<file path="src/rtl/hello_scroll_sequencer.sv">
// hello_scroll_sequencer: paces and sequences the 8-digit HELLO marquee.
// A prescaled step tick drives IDLE -> FILL (8 loads) -> ROTATE (endless shifts).
//
// Ports:
//   clk_i          system clock, rising edge
//   rst_ni         asynchronous active-low reset
//   run_i          1 = prescaler advances, 0 = pause (everything holds)
//   restart_i      synchronous return to IDLE, clears the prescaler
//   dir_i          rotate direction request (0 = left, 1 = right)
//   load_o         one-cycle pulse, shift register captures char_code_o
//   char_code_o    blank=0 H=1 E=2 L=3 O=4, zero when load_o=0
//   shift_o        one-cycle pulse, shift register rotates one digit
//   shift_dir_o    direction of this shift, zero when shift_o=0
//   phase_o        IDLE=0 FILL=1 ROTATE=2
//   index_o        FILL position of the next character, zero outside FILL
module hello_scroll_sequencer #(
    parameter int unsigned TICK_DIV = 50000000
) (
    input  logic       clk_i,
    input  logic       rst_ni,
    input  logic       run_i,
    input  logic       restart_i,
    input  logic       dir_i,
    output logic       load_o,
    output logic [2:0] char_code_o,
    output logic       shift_o,
    output logic       shift_dir_o,
    output logic [1:0] phase_o,
    output logic [2:0] index_o
);

    typedef enum logic [1:0] {
        PH_IDLE   = 2'd0,
        PH_FILL   = 2'd1,
        PH_ROTATE = 2'd2,
        PH_BAD    = 2'd3
    } phase_e;

    localparam int unsigned     CW       = 26;
    localparam logic [CW-1:0]   CNT_LAST = CW'(TICK_DIV - 1);

    // Character codes of the message, in load order.
    localparam logic [2:0] C_BLANK = 3'd0;
    localparam logic [2:0] C_H     = 3'd1;
    localparam logic [2:0] C_E     = 3'd2;
    localparam logic [2:0] C_L     = 3'd3;
    localparam logic [2:0] C_O     = 3'd4;

    logic [CW-1:0] cnt_q, cnt_d;
    phase_e        phase_q, phase_d;
    logic [2:0]    index_q, index_d;
    logic          load_q, load_d;
    logic [2:0]    code_q, code_d;
    logic          shift_q, shift_d;
    logic          sdir_q, sdir_d;

    logic tick;
    logic illegal;

    function automatic logic [2:0] msg_char(input logic [2:0] idx);
        logic [2:0] c;
        case (idx)
            3'd0:    c = C_H;
            3'd1:    c = C_E;
            3'd2:    c = C_L;
            3'd3:    c = C_L;
            3'd4:    c = C_O;
            default: c = C_BLANK;
        endcase
        return c;
    endfunction

    assign tick = run_i && (cnt_q == CNT_LAST);

    // Index is only meaningful in FILL; anything else non-zero is corrupt.
    assign illegal = (phase_q == PH_BAD) ||
                     ((phase_q != PH_FILL) && (index_q != 3'd0));

    always_comb begin
        cnt_d   = cnt_q;
        phase_d = phase_q;
        index_d = index_q;
        load_d  = 1'b0;
        code_d  = 3'd0;
        shift_d = 1'b0;
        sdir_d  = 1'b0;

        if (restart_i || illegal) begin
            // Restart wins over a coincident tick; corrupt state self-heals.
            cnt_d   = '0;
            phase_d = PH_IDLE;
            index_d = 3'd0;
        end else if (run_i) begin
            if (tick) begin
                cnt_d = '0;
                case (phase_q)
                    PH_IDLE: begin
                        phase_d = PH_FILL;
                        index_d = 3'd0;
                    end
                    PH_FILL: begin
                        load_d = 1'b1;
                        code_d = msg_char(index_q);
                        if (index_q == 3'd7) begin
                            phase_d = PH_ROTATE;
                            index_d = 3'd0;
                        end else begin
                            index_d = index_q + 3'd1;
                        end
                    end
                    PH_ROTATE: begin
                        shift_d = 1'b1;
                        sdir_d  = dir_i;
                    end
                    default: begin
                        phase_d = PH_IDLE;
                        index_d = 3'd0;
                    end
                endcase
            end else begin
                cnt_d = cnt_q + CW'(1);
            end
        end
    end

    always_ff @(posedge clk_i or negedge rst_ni) begin
        if (!rst_ni) begin
            cnt_q   <= '0;
            phase_q <= PH_IDLE;
            index_q <= 3'd0;
            load_q  <= 1'b0;
            code_q  <= 3'd0;
            shift_q <= 1'b0;
            sdir_q  <= 1'b0;
        end else begin
            cnt_q   <= cnt_d;
            phase_q <= phase_d;
            index_q <= index_d;
            load_q  <= load_d;
            code_q  <= code_d;
            shift_q <= shift_d;
            sdir_q  <= sdir_d;
        end
    end

    assign load_o      = load_q;
    assign char_code_o = code_q;
    assign shift_o     = shift_q;
    assign shift_dir_o = sdir_q;
    assign phase_o     = phase_q;
    assign index_o     = index_q;

endmodule

</file>
<file path="config.mk">
export PLATFORM = sky130hd
export DESIGN_NAME = hello_scroll_sequencer
export DESIGN_NICKNAME = d
export VERILOG_FILES = /design/src/rtl/hello_scroll_sequencer.sv
export SDC_FILE = /design/constraint.sdc
export NUM_CORES = 1
export LEC_CHECK = 0
export ABC_CLOCK_PERIOD_IN_PS = 1900
export CORE_MARGIN = 3
export CORE_UTILIZATION = 45
export DETAILED_ROUTE_END_ITERATION = 10
export SYNTH_ARGS = -nofsm -noshare
export SYNTH_HDL_FRONTEND = slang
export SYNTH_SLANG_ARGS = --single-unit
</file>
<file path="constraint.sdc">
create_clock -name clk_i -period 1.9 [get_ports clk_i]
set_input_delay 0.38 -clock clk_i [delete_from_list [all_inputs] [get_ports clk_i]]
set_output_delay 0.38 -clock clk_i [all_outputs]
set_load 0.05 [all_outputs]
</file>
# Yosys cells after proc, flatten, opt, wreduce, memory -nomap -nowiden
# Index checks and enable logic that the tools add are counted.
dict set report totals {
  reg_bits 37
  inputBits 5
  elab_cells 63
}
dict set report classes {
  addsub 2
  n_eq_ne 12
  n_mux 30
  reduce_logical 12
}
# op n
set op_table {}
lappend op_table {{$mux W26} 3}
lappend op_table {{$add A26 B1 Y26 const B} 1}
lappend op_table {{$eq A26 B26 Y1 const B} 1}
lappend op_table {{$mux W3} 8}
lappend op_table {{$mux W1} 12}
lappend op_table {{$pmux W3 S4} 1}
lappend op_table {{$mux W2} 4}
lappend op_table {{$eq A3 B2 Y1 const B} 2}
lappend op_table {{$eq A3 B3 Y1 const B} 2}
lappend op_table {{$pmux W2 S3} 1}
lappend op_table {{$pmux W3 S2} 1}
lappend op_table {{$eq A2 B2 Y1 const B} 2}
lappend op_table {{$reduce_and A4 Y1} 1}
lappend op_table {{$reduce_bool A2 Y1} 2}
lappend op_table {{$add A3 B1 Y3 const B} 1}
lappend op_table {{$eq A3 B1 Y1 const B} 1}
lappend op_table {{$logic_not A3 Y1} 1}
lappend op_table {{$ne A3 B3 Y1 const B} 1}
lappend op_table {{$reduce_and A3 Y1} 1}
lappend op_table {{$reduce_bool A3 Y1} 1}
lappend op_table {{$eq A2 B1 Y1 const B} 1}
lappend op_table {{$logic_and A1 B1 Y1} 2}
lappend op_table {{$logic_not A2 Y1} 1}
lappend op_table {{$logic_or A1 B1 Y1} 2}
lappend op_table {{other kinds (3)} 3}

# Longest topological paths before layout
dict set report depth {
  ltp_word 7
  mapped_depth 8
}

# Worst setup path before layout
# OpenSTA, ideal clock, no wires.
dict set report synth_path {
  path_type {flip-flop to flip-flop}
  startpoint {register index_q[0] (netlist: index_o[0])}
  endpoint {register index_q[0] (netlist: index_o[0])}
  setup_time_ns 0.125
  arrival_time_ns 2.044
  required_ns 1.775
  slack_ns -0.269
  path_stages_with_launch 8
  n_path_buf 0
  period_less_slack_ns 2.169
  path_cell_list {dfrtp_1 > inv_1 > ha_1 > nor4b_2 > or2_2 > o21ai_2 > nand2_2 > mux2_4}
}
dict set report synth_via {
  elab_chain_cells 6
  elab_cells_between_ends 15
}
# item line_no
set synth_lines {}
lappend synth_lines {{from (decl)} 51} ;# logic [2:0] index_q, index_d;
lappend synth_lines {{from (signal assigned)} 138} ;# index_q <= index_d;
lappend synth_lines {{$add A3 B1 Y3, or another cell as far along} 108} ;# index_d = index_q + 3'd1;
lappend synth_lines {{$mux W3 / $logic_and A1 B1 Y1 (equally long branches)} {104, 77}}
lappend synth_lines {{$pmux W3 S2 / $logic_or A1 B1 Y1 (equally long branches)} {96, 76}}
lappend synth_lines {{$mux W3 / $logic_or A1 B1 Y1 (equally long branches)} {94, 88}}
lappend synth_lines {{$mux W3, or another cell as far along} 93} ;# end else if (run_i) begin
lappend synth_lines {{$mux W3 / $reduce_and A3 Y1 (equally long branches)} --}
# Several ways; a longest one is shown, not always the timed one. The select of a mux whose other input is x is not followed.
# A chain may end at the register's enable or synchronous reset.

# Final worst setup path
dict set report layout_path {
  startpoint {register cnt_q[5]}
  endpoint {register index_q[0] (netlist: index_o[0])}
}
dict set report layout_via {
  elab_chain_cells 4
}
# item line_no
set layout_lines {}
lappend layout_lines {{from (decl)} 49} ;# logic [CW-1:0] cnt_q, cnt_d;
lappend layout_lines {{from (signal assigned)} 136} ;# cnt_q <= cnt_d;
lappend layout_lines {{$eq A26 B26 Y1} 73} ;# assign tick = run_i && (cnt_q == CNT_LAST);
lappend layout_lines {{$logic_and A1 B1 Y1} 73}
lappend layout_lines {{$reduce_bool A2 Y1 (no line)} --}
lappend layout_lines {{$reduce_and A3 Y1 (no line)} --}
# Every way passes these cells.

==> flow_metrics.tcl <==
set metrics [dict create \
    ant_nets 0 \
    cts_made_buffers 5 \
    area_growth_pct 33.7 \
    worst_pin_slew_ns 0.605 \
    grt_max_degree 27 \
    layout_min_cycle_time_ns 1.84 \
    initial_core_util_pct 48.4 \
    gr-usage-all-layers_pct 19.8 \
    relSlewSlack_pct 59.6 \
    power_mw 1.48 \
    wl_per_cell_um 15.0 \
    clockRootBuffer "clkbuf_8" \
    status "finished, final reports clean" \
    vias 1727 \
    max_cap_violations 0 \
    syn_nets 222 \
    die_w_um 72.8 \
    drt_iter0_markers 105 \
    p_clk_share_pct 40.6 \
    fin_nets 280 \
    hold_slack_ns 0.0944 \
    yosys.area.top_type_share_pct 46.1 \
    syn_avg_cell_area_um2 9.56 \
    routabilityCongestion 0.851 \
    design_area_um2 2680 \
    diodes 0 \
    grt_pass1_vias 1714 \
    syn_inst 210 \
    sw_frac_of_total_pct 22.1 \
    antenna_found_initial 0 \
    ys_seq_area_share_pct 46.1 \
    holdCritPathClass "in2async" \
    slew_viol_final 0 \
    setup.worst_path.start_class "flop" \
    routed_wl_mm 4.79 \
    netlist_area_um2 2010 \
    p_leak_nw 1.22 \
    critPathCaptureType "flop" \
    clk_path_buf_depth 2 \
    register_area_um2 932 \
    clk-insertion-delay-late_ns 0.29 \
    port_buffers 15 \
    clock_sinks 37 \
    drive_above_1_share_pct 30.9 \
    cp.required_ns 2.07 \
    r2r_cells 5 \
    r2r_setup_slack_ns 0.06 \
    ctsHoldBuffers 0 \
    utilization_pct 64.7 \
    power.switching_uw 327 \
    power_density_nw_per_um2 552 \
    overflow 0 \
    path_clk_slew_ns 0.07 \
    grt_pass1_wl_mm 8.09 \
    clock_skew_ns 0.00345 \
    instances_no_fill 319 \
    placementRows 23 \
    dp_hpwl_mm 3.54 \
    period_share_pct 96.6 \
    dieArea_um2 5300 \
    placed_cell_area_um2 2460 \
    worst_ep_arrival_time_ns 2.01 \
    dp.cells 306 \
    finalHoldViolations 0 \
    internal_power_mw 1.15 \
    yosysWarningCount 0 \
    critical_path_class "reg2reg" \
    cts_tree "done" \
    num-fill-cells 349 \
    cts_max_level 2 \
    pwr-share-seq_pct 53.5 \
    pwr-share-comb_pct 5.8 \
    rsz0062_at_grt "true" \
    firstDrtPassIters 4 \
    r2r_start "cnt_q[5]$_DFFE_PN0P_" \
    multi_input_area_um2 1120 \
    yosysUniqueCellTypes 38 \
    core_um2 4140 \
    post_drt_via_cell_ratio 5.41 \
    final-setup-viol-count 0 \
    ir_drop_uv 342 \
    path_max_fanout 5 \
    synth_top_area_cell "dfrtp_1" \
    ios 16 \
    drc 0 \
    max_freq_ghz 0.545 \
    ys_ff_latch 37 \
    r2r-end "index_o[0]$_DFFE_PN0P_" \
    ys_top_cells_by_area "dfrtp_1, xor2_1, nor2_1" \
    die_y_um 72.8 \
]
==> area by class of cell <==
class / count / share of cell area, %
clock buffer: 7 / 3.59
clock inverter: 1 / 0.187
sequential: 37 / 34.7
inverter: 5 / 0.700
multi-input combinational: 164 / 41.8
tap: 50 / 2.33
timing repair buffer: 55 / 16.6
==> cells in the final DEF (no fill, tap or decap), types with 3 or more instances in the layout <==
cell type / count
o21ai_0: 3
nor2_1: 31
xnor2_1: 3
dfrtp_2: 5
nand3_2: 3
clkdlybuf4s50_1: 9
clkbuf_8: 7
a21oi_1: 6
or4_1: 4
nand4_1: 8
dfrtp_1: 32
and3_1: 6
nor3_1: 3
nand2_1: 23
xor2_1: 16
nand3_1: 16
o21a_1: 3
buf_4: 44
ha_1: 6
==> layer usage <==
layer / global-route usage (%) / vias to the layer above / wire (um)
met5: 0 / - / 0
met3: 4.55 / 9 / 236
met1: 27.1 / 829 / 2180
li1: - / 850 / -
met4: 7.38 / 0 / 75
met2: 30.8 / 39 / 2300
==> power by group through the flow <==
stage | registers, mW | logic [mW] | clock network, mW
after floorplan | 0.809 | 0.0297 | 0
after global placement | 0.808 | 0.0796 | 0
after detailed placement | 0.808 | 0.0819 | 0
after CTS | 0.792 | 0.0822 | 0.615
after global routing | 0.792 | 0.0950 | 0.651
final | 0.793 | 0.0860 | 0.602
==> cell usage after synthesis (all sizes together) <==
| cell | number |
|---|---|
| o21a | 3 |
| mux2i | 1 |
| inv | 4 |
| nor2b | 1 |
| nor2 | 32 |
| or2 | 1 |
| nand3b | 1 |
| buf | 3 |
| nor3b | 1 |
| nor4 | 5 |
| ha | 7 |
| xor2 | 16 |
| clkbuf | 1 |
| a21oi | 6 |
| nor4b | 4 |
| dfrtp | 37 |
| mux2 | 2 |
| clkinv | 1 |
| a211oi | 1 |
| and2 | 2 |
| or4 | 6 |
| nand2 | 24 |
| nor3 | 3 |
| o21ai | 6 |
| xnor2 | 3 |
| nand4 | 9 |
| and3 | 7 |
| o211ai | 1 |
| and4 | 1 |
| a31oi | 2 |
| nand3 | 19 |
==> repair_timing <==
| item | 4_1_cts | 5_1_grt |
|---|---|---|
| setup endpoints to repair | 10 | 27 |
| gates resized for setup | 0 | 19 |
| pin swaps | 0 | 2 |
| buffers inserted | 0 | 5 |
| endpoints found under the hold margin | 0 | 0 |
==> cells by family (layout without fill, tap and decap cells) <==
| logic type | Yosys count | count (layout) | synth area share (%) |
|---|---|---|---|
| AOI/OAI and AO/OA | 19 | 19 | 5.92 |
| xor gates and xnor gates | 19 | 19 | 8.29 |
| adders and majority gates | 7 | 7 | 4.36 |
| buffers and inverters | 9 | 68 | 1.93 |
| DFF | 37 | 37 | 46.1 |
| muxes | 3 | 3 | 2.00 |
| and+or+nand+nor | 116 | 116 | 31.4 |
==> worst max-delay path, cell delays in order, from the launching register on <==
cell and delay [ns]:
dfrtp_2 0.41, nand4_4 0.17, or4_4 0.53, o21ai_2 0.17, nand2_2 0.12, mux2_4 0.31
==> stage by stage <==
stage                     setup slack [ns]  setup TNS, ns
final                               0.0640              0
after CTS                          -0.0470         -0.180
after detailed placement            -0.323          -5.83
after global routing               -0.0149        -0.0227
after global placement              -0.250          -4.96
after floorplan                   -0.00178       -0.00178
==> how the worst max path moves through the flow <==
stage	end	cells past startpoint	start
2_1_floorplan	cnt_q[23]$_DFFE_PN0P_	7	index_o[0]$_DFFE_PN0P_
3_3_place_gp	cnt_q[23]$_DFFE_PN0P_	6	run_i
3_5_place_dp	cnt_q[25]$_DFFE_PN0P_	6	run_i
4_1_cts	cnt_q[25]$_DFFE_PN0P_	7	index_o[1]$_DFFE_PN0P_
5_1_grt	cnt_q[25]$_DFFE_PN0P_	7	run_i
6_report	index_o[0]$_DFFE_PN0P_	5	cnt_q[5]$_DFFE_PN0P_
==> state kept, by name, summed over array words and instances, names as in the netlist <==
register / flops
cnt_q: 26
char_code_o: 3
index_o: 3
phase_o: 2
load_o: 1
shift_dir_o: 1
shift_o: 1
(Power assumes the default switching activity.)
